--- config.mk ---
export PLATFORM = sky130hd
export DESIGN_NAME = func_eval_seq_flat
export DESIGN_NICKNAME = d
export VERILOG_FILES = /design/src/rtl/func_eval_seq_pkg.sv /design/src/rtl/func_eval_seq_if.sv /design/src/rtl/func_eval_seq_op_watchdog.sv /design/src/rtl/func_eval_seq.sv /design/src/flat_wrapper.sv
export SDC_FILE = /design/constraint.sdc
export NUM_CORES = 1
export LEC_CHECK = 0
export ABC_AREA = 1
export BUFFER_PORTS_ARGS = -buffer_cell sky130_fd_sc_hd__clkbuf_2
export CAP_MARGIN = 40
export CORE_MARGIN = 2
export CORE_UTILIZATION = 31
export DETAILED_ROUTE_END_ITERATION = 10
export PLACE_DENSITY_LB_ADDON = 0.05
export SETUP_SLACK_MARGIN = 0.1
export SYNTH_ARGS = -nofsm -noshare
export SYNTH_HDL_FRONTEND = slang
export SYNTH_SLANG_ARGS = --single-unit
--- constraint.sdc ---
create_clock -name clk -period 2.3 [get_ports clk]
set_input_delay 0.115 -clock clk [delete_from_list [all_inputs] [get_ports clk]]
set_output_delay 0.115 -clock clk [all_outputs]
set_load 0.005 [all_outputs]
--- src/rtl/func_eval_seq_pkg.sv ---
// Purpose: shared types and constants for the y = A*x + x^2*cos(K*(x-C)) sequencer.
// Latency: n/a (declarations only).
// Backpressure: n/a.
// Contents: FSM state enum, operator codes, IEEE-754 constants, default coefficients.
package func_eval_pkg;

  typedef enum logic [3:0] {
    ST_IDLE,
    ST_MUL_AX,
    ST_MUL_XX,
    ST_SUB,
    ST_MUL_K,
    ST_COS,
    ST_MUL_P,
    ST_ADD,
    ST_OUT
  } state_t;

  localparam logic [1:0] FPU_MUL = 2'b00;
  localparam logic [1:0] FPU_ADD = 2'b01;
  localparam logic [1:0] FPU_SUB = 2'b10;

  localparam logic [31:0] FP_QNAN     = 32'h7FC0_0000;
  localparam logic [31:0] FP_EXP_MASK = 32'h7F80_0000;

  localparam logic [31:0] DEF_COEF_A = 32'h3F00_0000;  // 0.5
  localparam logic [31:0] DEF_COEF_C = 32'h4300_0000;  // 128.0
  localparam logic [31:0] DEF_COEF_K = 32'h3C00_0000;  // 1/128

  // Exponent all ones: NaN or infinity.
  function automatic logic is_nan_inf(input logic [31:0] f);
    return (f & FP_EXP_MASK) == FP_EXP_MASK;
  endfunction

endpackage

--- src/rtl/func_eval_seq_if.sv ---
// Purpose: bundles the sample input, result output, error and both operator handshakes.
// Latency: n/a (wiring only).
// Backpressure: in_valid/in_ready and out_valid/out_ready; operators use start/done pulses.
// Modports: master = sequencer side, slave = source/sink/operator side.
interface func_eval_seq_if #(
  parameter int NUM_CH = 4,
  parameter int CW     = (NUM_CH > 1) ? $clog2(NUM_CH) : 1
);
  logic          in_valid;
  logic          in_ready;
  logic [31:0]   in_data;
  logic [CW-1:0] in_ch;
  logic          out_valid;
  logic          out_ready;
  logic [31:0]   out_data;
  logic [CW-1:0] out_ch;
  logic          err_timeout;
  logic          err_clr;
  logic          fpu_start;
  logic [1:0]    fpu_op;
  logic [31:0]   fpu_a;
  logic [31:0]   fpu_b;
  logic [31:0]   fpu_result;
  logic          fpu_done;
  logic          cos_start;
  logic [31:0]   cos_angle;
  logic [31:0]   cos_result;
  logic          cos_done;

  modport master (
    input  in_valid, in_data, in_ch, out_ready, err_clr,
           fpu_result, fpu_done, cos_result, cos_done,
    output in_ready, out_valid, out_data, out_ch, err_timeout,
           fpu_start, fpu_op, fpu_a, fpu_b, cos_start, cos_angle
  );

  modport slave (
    output in_valid, in_data, in_ch, out_ready, err_clr,
           fpu_result, fpu_done, cos_result, cos_done,
    input  in_ready, out_valid, out_data, out_ch, err_timeout,
           fpu_start, fpu_op, fpu_a, fpu_b, cos_start, cos_angle
  );
endinterface

--- src/rtl/func_eval_seq_op_watchdog.sv ---
// Purpose: counts cycles spent waiting on an operator and flags a hang.
// Latency: o_timeout is combinational, asserted in the TIMEOUT-th cycle after start with no done.
// Backpressure: none; counter clears whenever not armed or on done.
// Ports: clk, rst_n, i_arm (waiting on an op), i_done (accepted done), o_timeout.
module op_watchdog #(
  parameter int TIMEOUT = 255
) (
  input  logic clk,
  input  logic rst_n,
  input  logic i_arm,
  input  logic i_done,
  output logic o_timeout
);
  // The start cycle sees a count of 0 because the previous cycle was either
  // idle or the previous op's done, both of which clear the counter.
  localparam logic [15:0] LAST_CNT = 16'(TIMEOUT - 1);

  logic [15:0] r_cnt;

  always_ff @(posedge clk or negedge rst_n) begin
    if (!rst_n)                r_cnt <= '0;
    else if (!i_arm || i_done) r_cnt <= '0;
    else                       r_cnt <= r_cnt + 16'd1;
  end

  assign o_timeout = i_arm && !i_done && (r_cnt == LAST_CNT);
endmodule

--- src/rtl/func_eval_seq.sv ---
// Purpose: steers one shared FP operator and one cosine unit to evaluate y = A*x + x^2*cos(K*(x-C)).
// Latency: sum over 7 ops of (operator latency + 1) + 1; NaN/Inf inputs bypass in 1 cycle.
// Backpressure: one sample in flight; in_ready only in IDLE, result held until out_ready.
// Ports: clk, rst_n, bus (func_eval_seq_if.master: sample in, result out, err, fpu_*, cos_*).
module func_eval_seq
  import func_eval_pkg::*;
#(
  parameter int          NUM_CH  = 4,
  parameter logic [31:0] COEF_A  = DEF_COEF_A,
  parameter logic [31:0] COEF_C  = DEF_COEF_C,
  parameter logic [31:0] COEF_K  = DEF_COEF_K,
  parameter int          TIMEOUT = 255
) (
  input  logic            clk,
  input  logic            rst_n,
  func_eval_seq_if.master bus
);
  localparam int CW = (NUM_CH > 1) ? $clog2(NUM_CH) : 1;

  state_t        r_state, w_state_nxt;
  logic          r_start;
  logic [31:0]   r_x, r_t1, r_t2, r_y;
  logic [31:0]   r_t34;  // x - C, then overwritten by the scaled angle
  logic [31:0]   r_t56;  // cosine, then overwritten by x^2 * cosine
  logic [CW-1:0] r_ch;
  logic          r_err;
  logic          w_is_op, w_nxt_is_op, w_cos_st;
  logic          w_fpu_ack, w_cos_ack, w_ack, w_accept, w_timeout;
  logic [1:0]    w_op;
  logic [31:0]   w_a, w_b, w_angle;

  assign w_is_op     = (r_state != ST_IDLE) && (r_state != ST_OUT);
  assign w_nxt_is_op = (w_state_nxt != ST_IDLE) && (w_state_nxt != ST_OUT);
  assign w_cos_st    = (r_state == ST_COS);
  // A done coinciding with start is illegal; the r_start mask also drops stale pulses.
  assign w_fpu_ack   = bus.fpu_done && !r_start && w_is_op && !w_cos_st;
  assign w_cos_ack   = bus.cos_done && !r_start && w_cos_st;
  assign w_ack       = w_fpu_ack || w_cos_ack;
  assign w_accept    = (r_state == ST_IDLE) && bus.in_valid;

  op_watchdog #(.TIMEOUT(TIMEOUT)) u_wdog (
    .clk       (clk),
    .rst_n     (rst_n),
    .i_arm     (w_is_op),
    .i_done    (w_ack),
    .o_timeout (w_timeout)
  );

  always_ff @(posedge clk or negedge rst_n) begin
    if (!rst_n) r_state <= ST_IDLE;
    else        r_state <= w_state_nxt;
  end

  always_comb begin
    w_state_nxt = r_state;
    unique case (r_state)
      ST_IDLE:   if (bus.in_valid) w_state_nxt = is_nan_inf(bus.in_data) ? ST_OUT : ST_MUL_AX;
      ST_MUL_AX: if (w_timeout) w_state_nxt = ST_IDLE; else if (w_ack) w_state_nxt = ST_MUL_XX;
      ST_MUL_XX: if (w_timeout) w_state_nxt = ST_IDLE; else if (w_ack) w_state_nxt = ST_SUB;
      ST_SUB:    if (w_timeout) w_state_nxt = ST_IDLE; else if (w_ack) w_state_nxt = ST_MUL_K;
      ST_MUL_K:  if (w_timeout) w_state_nxt = ST_IDLE; else if (w_ack) w_state_nxt = ST_COS;
      ST_COS:    if (w_timeout) w_state_nxt = ST_IDLE; else if (w_ack) w_state_nxt = ST_MUL_P;
      ST_MUL_P:  if (w_timeout) w_state_nxt = ST_IDLE; else if (w_ack) w_state_nxt = ST_ADD;
      ST_ADD:    if (w_timeout) w_state_nxt = ST_IDLE; else if (w_ack) w_state_nxt = ST_OUT;
      ST_OUT:    if (bus.out_ready) w_state_nxt = ST_IDLE;
      default:   w_state_nxt = ST_IDLE;
    endcase
  end

  // Operands depend only on state and temporaries that do not change while
  // waiting, so they stay stable from start until done.
  always_comb begin
    w_op    = FPU_MUL;
    w_a     = '0;
    w_b     = '0;
    w_angle = '0;
    unique case (r_state)
      ST_MUL_AX: begin w_a = COEF_A; w_b = r_x;    end
      ST_MUL_XX: begin w_a = r_x;    w_b = r_x;    end
      ST_SUB:    begin w_op = FPU_SUB; w_a = r_x; w_b = COEF_C; end
      ST_MUL_K:  begin w_a = r_t34;  w_b = COEF_K; end
      ST_COS:    w_angle = r_t34;
      ST_MUL_P:  begin w_a = r_t2;   w_b = r_t56;  end
      ST_ADD:    begin w_op = FPU_ADD; w_a = r_t1; w_b = r_t56; end
      default:   ;
    endcase
  end

  always_ff @(posedge clk or negedge rst_n) begin
    if (!rst_n) begin
      r_start <= 1'b0;
      r_x     <= '0;
      r_ch    <= '0;
      r_t1    <= '0;
      r_t2    <= '0;
      r_t34   <= '0;
      r_t56   <= '0;
      r_y     <= '0;
      r_err   <= 1'b0;
    end else begin
      // Consecutive op states always differ, so a state change marks entry.
      r_start <= w_nxt_is_op && (w_state_nxt != r_state);
      if (w_accept) begin
        r_x  <= bus.in_data;
        r_ch <= bus.in_ch;
        if (is_nan_inf(bus.in_data)) r_y <= bus.in_data;
      end
      if (w_ack) begin
        unique case (r_state)
          ST_MUL_AX: r_t1  <= bus.fpu_result;
          ST_MUL_XX: r_t2  <= bus.fpu_result;
          ST_SUB:    r_t34 <= bus.fpu_result;
          ST_MUL_K:  r_t34 <= bus.fpu_result;
          ST_COS:    r_t56 <= bus.cos_result;
          ST_MUL_P:  r_t56 <= bus.fpu_result;
          ST_ADD:    r_y   <= bus.fpu_result;
          default:   ;
        endcase
      end
      if (bus.err_clr)    r_err <= 1'b0;
      else if (w_timeout) r_err <= 1'b1;
    end
  end

  assign bus.in_ready    = (r_state == ST_IDLE);
  assign bus.out_valid   = (r_state == ST_OUT);
  assign bus.out_data    = r_y;
  assign bus.out_ch      = r_ch;
  assign bus.err_timeout = r_err;
  assign bus.fpu_start   = r_start && !w_cos_st;
  assign bus.cos_start   = r_start && w_cos_st;
  assign bus.fpu_op      = w_op;
  assign bus.fpu_a       = w_a;
  assign bus.fpu_b       = w_b;
  assign bus.cos_angle   = w_angle;
endmodule

--- src/flat_wrapper.sv ---
// flat-port wrapper written by rule: the top's interface ports become plain ports
module func_eval_seq_flat import func_eval_pkg::*;
#(
  parameter int          NUM_CH  = 4,
  parameter logic [31:0] COEF_A  = DEF_COEF_A,
  parameter logic [31:0] COEF_C  = DEF_COEF_C,
  parameter logic [31:0] COEF_K  = DEF_COEF_K,
  parameter int          TIMEOUT = 255
)
  (clk, rst_n, bus_in_valid, bus_in_data, bus_in_ch, bus_out_ready, bus_err_clr, bus_fpu_result, bus_fpu_done, bus_cos_result, bus_cos_done, bus_in_ready, bus_out_valid, bus_out_data, bus_out_ch, bus_err_timeout, bus_fpu_start, bus_fpu_op, bus_fpu_a, bus_fpu_b, bus_cos_start, bus_cos_angle);
  func_eval_seq_if #(.NUM_CH(NUM_CH)) bus_i ();
  input  logic clk;
  input  logic rst_n;
  input wire logic [$bits(bus_i.in_valid)-1:0] bus_in_valid;
  input wire logic [$bits(bus_i.in_data)-1:0] bus_in_data;
  input wire logic [$bits(bus_i.in_ch)-1:0] bus_in_ch;
  input wire logic [$bits(bus_i.out_ready)-1:0] bus_out_ready;
  input wire logic [$bits(bus_i.err_clr)-1:0] bus_err_clr;
  input wire logic [$bits(bus_i.fpu_result)-1:0] bus_fpu_result;
  input wire logic [$bits(bus_i.fpu_done)-1:0] bus_fpu_done;
  input wire logic [$bits(bus_i.cos_result)-1:0] bus_cos_result;
  input wire logic [$bits(bus_i.cos_done)-1:0] bus_cos_done;
  output wire logic [$bits(bus_i.in_ready)-1:0] bus_in_ready;
  output wire logic [$bits(bus_i.out_valid)-1:0] bus_out_valid;
  output wire logic [$bits(bus_i.out_data)-1:0] bus_out_data;
  output wire logic [$bits(bus_i.out_ch)-1:0] bus_out_ch;
  output wire logic [$bits(bus_i.err_timeout)-1:0] bus_err_timeout;
  output wire logic [$bits(bus_i.fpu_start)-1:0] bus_fpu_start;
  output wire logic [$bits(bus_i.fpu_op)-1:0] bus_fpu_op;
  output wire logic [$bits(bus_i.fpu_a)-1:0] bus_fpu_a;
  output wire logic [$bits(bus_i.fpu_b)-1:0] bus_fpu_b;
  output wire logic [$bits(bus_i.cos_start)-1:0] bus_cos_start;
  output wire logic [$bits(bus_i.cos_angle)-1:0] bus_cos_angle;
  assign bus_i.in_valid = bus_in_valid;
  assign bus_i.in_data = bus_in_data;
  assign bus_i.in_ch = bus_in_ch;
  assign bus_i.out_ready = bus_out_ready;
  assign bus_i.err_clr = bus_err_clr;
  assign bus_i.fpu_result = bus_fpu_result;
  assign bus_i.fpu_done = bus_fpu_done;
  assign bus_i.cos_result = bus_cos_result;
  assign bus_i.cos_done = bus_cos_done;
  assign bus_in_ready = bus_i.in_ready;
  assign bus_out_valid = bus_i.out_valid;
  assign bus_out_data = bus_i.out_data;
  assign bus_out_ch = bus_i.out_ch;
  assign bus_err_timeout = bus_i.err_timeout;
  assign bus_fpu_start = bus_i.fpu_start;
  assign bus_fpu_op = bus_i.fpu_op;
  assign bus_fpu_a = bus_i.fpu_a;
  assign bus_fpu_b = bus_i.fpu_b;
  assign bus_cos_start = bus_i.cos_start;
  assign bus_cos_angle = bus_i.cos_angle;
  func_eval_seq #(.NUM_CH(NUM_CH), .COEF_A(COEF_A), .COEF_C(COEF_C), .COEF_K(COEF_K), .TIMEOUT(TIMEOUT)) u_core (.clk(clk), .rst_n(rst_n), .bus(bus_i));
endmodule
==> results_tabular.tex <==
\begin{tabular}{lr}
\hline
Metric & Value \\
\hline
\multicolumn{2}{l}{\textbf{Floorplanning}} \\
Placement row count & 66 \\
Count of boundary I/O pins & 242 \\
Area enclosed by the die boundary & 0.0349 mm² \\
Chip width & 187 µm \\
Initial core utilization & 0.317 \\
Core outline area & 0.0327 mm² \\
Height of the chip & approximately 190 µm \\
\multicolumn{2}{l}{\textbf{Clock tree}} \\
Clk buf depth & 3 \\
TritonCTS Buffers & 27 \\
Clk sinks & 216 \\
Later-pin clock latency in the skew report & about 0.53 ns \\
Clock transition at the registers of the reported paths & 0.05 ns \\
H-tree depth & 1 \\
TritonCTS clock tree & done \\
Clock tree root buffer cell & sky130\_fd\_sc\_hd\_\_clkbuf\_16 \\
\multicolumn{2}{l}{\textbf{Drt}} \\
First DRT Iteration DRCs & 543 \\
Number of iterations in the first detailed-routing pass & 5 \\
Via count of the routed design & slightly above 10,000 \\
Post-Route WL & 39,400 µm \\
Vias per Instance & 4.80 \\
Number of nets with antenna violations after detailed routing & 0 \\
Remaining routing DRC violations & 0 \\
Wire length per cell & 18.8 µm \\
\multicolumn{2}{l}{\textbf{Hold path}} \\
Startpoint of the worst hold path & bus\_in\_valid \\
Type of the worst min-delay path & primary input to flip-flop \\
\multicolumn{2}{l}{\textbf{Worst setup path}} \\
Crit path max fanout & 11 \\
Worst setup SP type & flip-flop \\
Worst setup path class & flip-flop to output pin \\
Critical path buffer and inverter count & 4 \\
Worst path most repeated cell & sky130\_fd\_sc\_hd\_\_buf\_12 \\
Chain of cells forming the critical path & nor2\_4 -> nand2\_4 -> o21ai\_4 -> buf\_12 -> inv\_12 -> buf\_12 -> o22ai\_4 -> buf\_2 \\
Delay of the slowest cell on the worst path & 0.47 ns \\
Data required time of the critical path & 2.18 ns \\
Timing startpoint of the critical path & u\_core.r\_state[3]\$\_DFF\_PN0\_ \\
Arrival @ worst endpoint & 2.14 ns \\
Beginning of the worst register-to-register path & u\_core.r\_state[1]\$\_DFF\_PN0\_ \\
Top delay family on crit path & buffers and inverters \\
Cell type of the slowest stage on the worst timing path & sky130\_fd\_sc\_hd\_\_dfrtp\_2 \\
Kind of capture point of the worst setup path & output pin \\
\multicolumn{2}{l}{\textbf{Logic synthesis}} \\
Warnings from Yosys & 0 \\
Mapped Cells & 1,264 \\
Count of different cell masters after synthesis & 38 \\
Mean area per synthesized cell & between 8 and 9 µm² \\
Sequential fraction of the synthesis area & 0.522 \\
Post-Syn Area & 0.0104 mm² \\
Count of state elements after synthesis & 216 \\
Synthesized net count & 1,371 \\
\multicolumn{2}{l}{\textbf{Timing}} \\
Clock Skew & between 0.01 and 0.015 ns \\
Pins over their slew limit & 0 \\
RSZ-0062 raised after global routing & true \\
Achievable frequency & between 400 and 500 MHz \\
Hold\_ws & 0.0692 ns \\
Total of endpoints with negative setup slack in the final report & 0 \\
Remaining max-slew budget at the tightest pin & 0.681 \\
Period Utilization, post-route & 0.982 \\
Hold violation count in the final report & 0 \\
Slew at the pin closest to its max-slew limit & about 0.48 ns \\
Min Tclk post-route & 2.26 ns \\
\multicolumn{2}{l}{\textbf{GRT}} \\
Global-route wire length before repair & 60,800 µm \\
Tot GR Track Use & 0.221 \\
Maximum number of pins on one net before global-route repair & 65 \\
Antenna violations before repair & 0 \\
Total congestion overflow & 0 \\
Number of global-route vias before repair & 10,400 \\
\multicolumn{2}{l}{\textbf{Pwr}} \\
Leakage power total & 7.35 nW \\
Max IR drop VDD & between 0.5 and 0.6 mV \\
Tot Pwr & approximately 16 mW \\
Cell area power density & 1080 mW/mm² \\
\multicolumn{2}{l}{\textbf{Final layout}} \\
Final-stage net count & 1,746 \\
Antenna cells & 0 \\
Area Growth Syn to Fin & 47.7\% \\
Layout cell share with drive strength beyond 1 & 0.271 \\
\multicolumn{2}{l}{\textbf{Placed design}} \\
Placer congestion estimate & 0.790 \\
Port bufs & 241 \\
HPWL Detailed & $\sim$24,000 µm \\
\multicolumn{2}{l}{\textbf{Run status}} \\
Outcome & finished clean \\
\multicolumn{2}{l}{\textbf{Run}} \\
Count of max-cap constraint violations & 0 \\
\hline
\end{tabular}
[worst reg2reg max path: cells and delay by family (launching register included)]
kind	cells	cell delay, ns
AND/OR/NAND/NOR	10	1.11
flip-flops	1	0.50
buffers and inverters	2	0.30
AO/OA/AOI/OAI	1	0.07
[routing by layer]
layer,vias to the layer above,wire [µm],part of all wire,track usage
li1,4947,-,-,-
met1,4786,17700,0.45,0.303
met5,-,0,0,0
met2,300,18700,0.47,0.363
met4,0,680,0.017,0.0470
met3,46,2380,0.060,0.0432
[worst paths after layout]
kind | to | slack (ns) | depth (start not counted)
max in group asynchronous | u_core.r_t34[23]$_DFFE_PN0P_ | 1.45 | 3
setup / recovery | bus_fpu_b[15] | 0.04 | 8
min in group asynchronous | u_core.u_wdog.r_cnt[7]$_DFF_PN0_ | 0.12 | 2
setup reg to reg | u_core.r_start$_DFF_PN0_ | 0.19 | 13
hold reg to reg | u_core.r_t34[1]$_DFFE_PN0P_ | 0.48 | 2
hold / removal | u_core.r_state[3]$_DFF_PN0_ | 0.07 | 5
[sequential cells by signal, indices dropped and copies added (netlist names)]
register                flops
u_core.r_x                 32
u_core.r_t34               32
u_core.bus.err_timeout      1
u_core.r_start              1
u_core.r_t1                32
u_core.u_wdog.r_cnt        16
u_core.r_t2                32
u_core.bus.out_ch           2
u_core.r_t56               32
u_core.r_state              4
u_core.bus.out_data        32
[area by class of cell]
| class | count | area (µm²) |
|---|---|---|
| Timing Repair inverter | 1 | 11.3 |
| Clock inverter | 2 | 13.8 |
| Timing Repair Buffer | 420 | 3310 |
| Multi-Input combinational cell | 809 | 4560 |
| Tap cell | 442 | 553 |
| Clock buffer | 46 | 807 |
| Fill cell | 3328 | 17400 |
| Inverter | 164 | 636 |
| Sequential cell | 216 | 5410 |
[stage by stage]
step                      area, µm²  worst slack, ns  cells  TNS [ns]   util
after global routing          15300          -0.0395   2100    -0.208  0.468
after global placement        12200           0.0430   1908         0  0.374
after floorplan               10400            0.607   1264         0      -
after detailed placement      12200           0.0686   1908         0  0.374
final                         15300           0.0404   2100         0  0.468
after CTS                     14700           0.0207   2081         0  0.449
[Yosys cell counts]
| library cell | instances | area, µm² |
|---|---|---|
| sky130_fd_sc_hd__inv_1 | 156 | 586 |
| sky130_fd_sc_hd__nand4_4 | 1 | 21.3 |
| sky130_fd_sc_hd__o211ai_1 | 38 | 285 |
| sky130_fd_sc_hd__a21oi_1 | 13 | 65.1 |
| sky130_fd_sc_hd__buf_4 | 4 | 30.0 |
| sky130_fd_sc_hd__clkbuf_1 | 44 | 165 |
| sky130_fd_sc_hd__a31oi_1 | 24 | 150 |
| sky130_fd_sc_hd__a211oi_1 | 1 | 7.51 |
| sky130_fd_sc_hd__o21ai_0 | 207 | 1040 |
| sky130_fd_sc_hd__nand2_4 | 2 | 22.5 |
| sky130_fd_sc_hd__buf_6 | 3 | 33.8 |
| sky130_fd_sc_hd__nor2_4 | 7 | 78.8 |
| sky130_fd_sc_hd__buf_2 | 19 | 95.1 |
| sky130_fd_sc_hd__o21ai_2 | 1 | 8.76 |
| sky130_fd_sc_hd__o22ai_1 | 32 | 200 |
| sky130_fd_sc_hd__o221ai_1 | 1 | 8.76 |
| sky130_fd_sc_hd__o21a_1 | 1 | 7.51 |
| sky130_fd_sc_hd__dfrtp_1 | 216 | 5410 |
| sky130_fd_sc_hd__ha_1 | 2 | 25.0 |
| sky130_fd_sc_hd__or2_2 | 1 | 6.26 |
| sky130_fd_sc_hd__nor2_1 | 129 | 484 |
| sky130_fd_sc_hd__nor2_2 | 1 | 6.26 |
| sky130_fd_sc_hd__nand3b_1 | 1 | 7.51 |
| sky130_fd_sc_hd__nand3_2 | 2 | 20.0 |
| sky130_fd_sc_hd__o21ai_1 | 14 | 70.1 |
| sky130_fd_sc_hd__nor3b_1 | 1 | 7.51 |
| sky130_fd_sc_hd__buf_1 | 5 | 18.8 |
| sky130_fd_sc_hd__nand4_1 | 3 | 18.8 |
| sky130_fd_sc_hd__nand3_1 | 12 | 60.1 |
| sky130_fd_sc_hd__nand2_1 | 267 | 1000 |
| sky130_fd_sc_hd__xnor2_1 | 1 | 8.76 |
| sky130_fd_sc_hd__inv_2 | 8 | 30.0 |
| sky130_fd_sc_hd__a221oi_1 | 25 | 219 |
| sky130_fd_sc_hd__a221o_1 | 1 | 10.0 |
| sky130_fd_sc_hd__nor3_1 | 7 | 35.0 |
| sky130_fd_sc_hd__o2111ai_1 | 6 | 52.6 |
| sky130_fd_sc_hd__nand3_4 | 2 | 35.0 |
| sky130_fd_sc_hd__nand2_2 | 6 | 37.5 |
[what timing repair did]
action | CTS | global route
buffers inserted | 17 | 14
setup endpoints to repair | 69 | 58
hold buffers | 101 | 0
gates resized for setup | 71 | 98
pin swaps | 6 | 22
endpoints found under the hold margin | 399 | 0
cloned | 7 | 5
[cell usage in the layout, fill, tap and decap left out, types with 3 or more instances in the layout]
cell                            Yosys  layout
sky130_fd_sc_hd__inv_2              8       6
sky130_fd_sc_hd__nor3_1             7       7
sky130_fd_sc_hd__a221oi_2           0       9
sky130_fd_sc_hd__nor2_2             1       3
sky130_fd_sc_hd__buf_16             0       5
sky130_fd_sc_hd__o2111ai_1          6       5
sky130_fd_sc_hd__nand2_2            6       7
sky130_fd_sc_hd__dfrtp_1          216     212
sky130_fd_sc_hd__buf_12             0      19
sky130_fd_sc_hd__o21ai_2            1       8
sky130_fd_sc_hd__nor2_1           129     124
sky130_fd_sc_hd__a21oi_1           13      13
sky130_fd_sc_hd__dfrtp_2            0       4
sky130_fd_sc_hd__o22ai_1           32      17
sky130_fd_sc_hd__clkbuf_16          0      31
sky130_fd_sc_hd__o211ai_1          38      38
sky130_fd_sc_hd__buf_2             19      21
sky130_fd_sc_hd__clkbuf_1          44      13
sky130_fd_sc_hd__inv_1            156     155
sky130_fd_sc_hd__buf_4              4      39
sky130_fd_sc_hd__o21ai_0          207     182
sky130_fd_sc_hd__nand4_1            3       3
sky130_fd_sc_hd__nand2_4            2       4
sky130_fd_sc_hd__dlygate4sd3_1      0     101
sky130_fd_sc_hd__o22ai_4            0       3
sky130_fd_sc_hd__nor2_4             7      10
sky130_fd_sc_hd__a31oi_1           24      24
sky130_fd_sc_hd__o21ai_1           14      31
sky130_fd_sc_hd__clkbuf_2           0     219
sky130_fd_sc_hd__nand2_1          267     263
sky130_fd_sc_hd__clkbuf_8           0       6
sky130_fd_sc_hd__nand3_1           12      12
sky130_fd_sc_hd__buf_6              3       8
sky130_fd_sc_hd__o22ai_2            0      12
sky130_fd_sc_hd__a221oi_4           0      16
[report_power, final]
group          switching, mW  internal (mW)  total [mW]
Clock                   1.65           2.36        4.00
Sequential             0.910           5.35        6.26
Combinational           3.67           2.51        6.19
[logic make-up (layout without fill, tap and decap cells)]
| logic type | Yosys count | after routing | synth area share |
|---|---|---|---|
| compound gates | 364 | 364 | 0.205 |
| xor+xnor | 1 | 1 | 0.000845 |
| fa+ha+maj | 2 | 2 | 0.00241 |
| simple gates | 442 | 442 | 0.178 |
| buf+inv | 239 | 633 | 0.0925 |
| flops | 216 | 216 | 0.522 |
No activity file was read; power rests on OpenSTA's default activity.
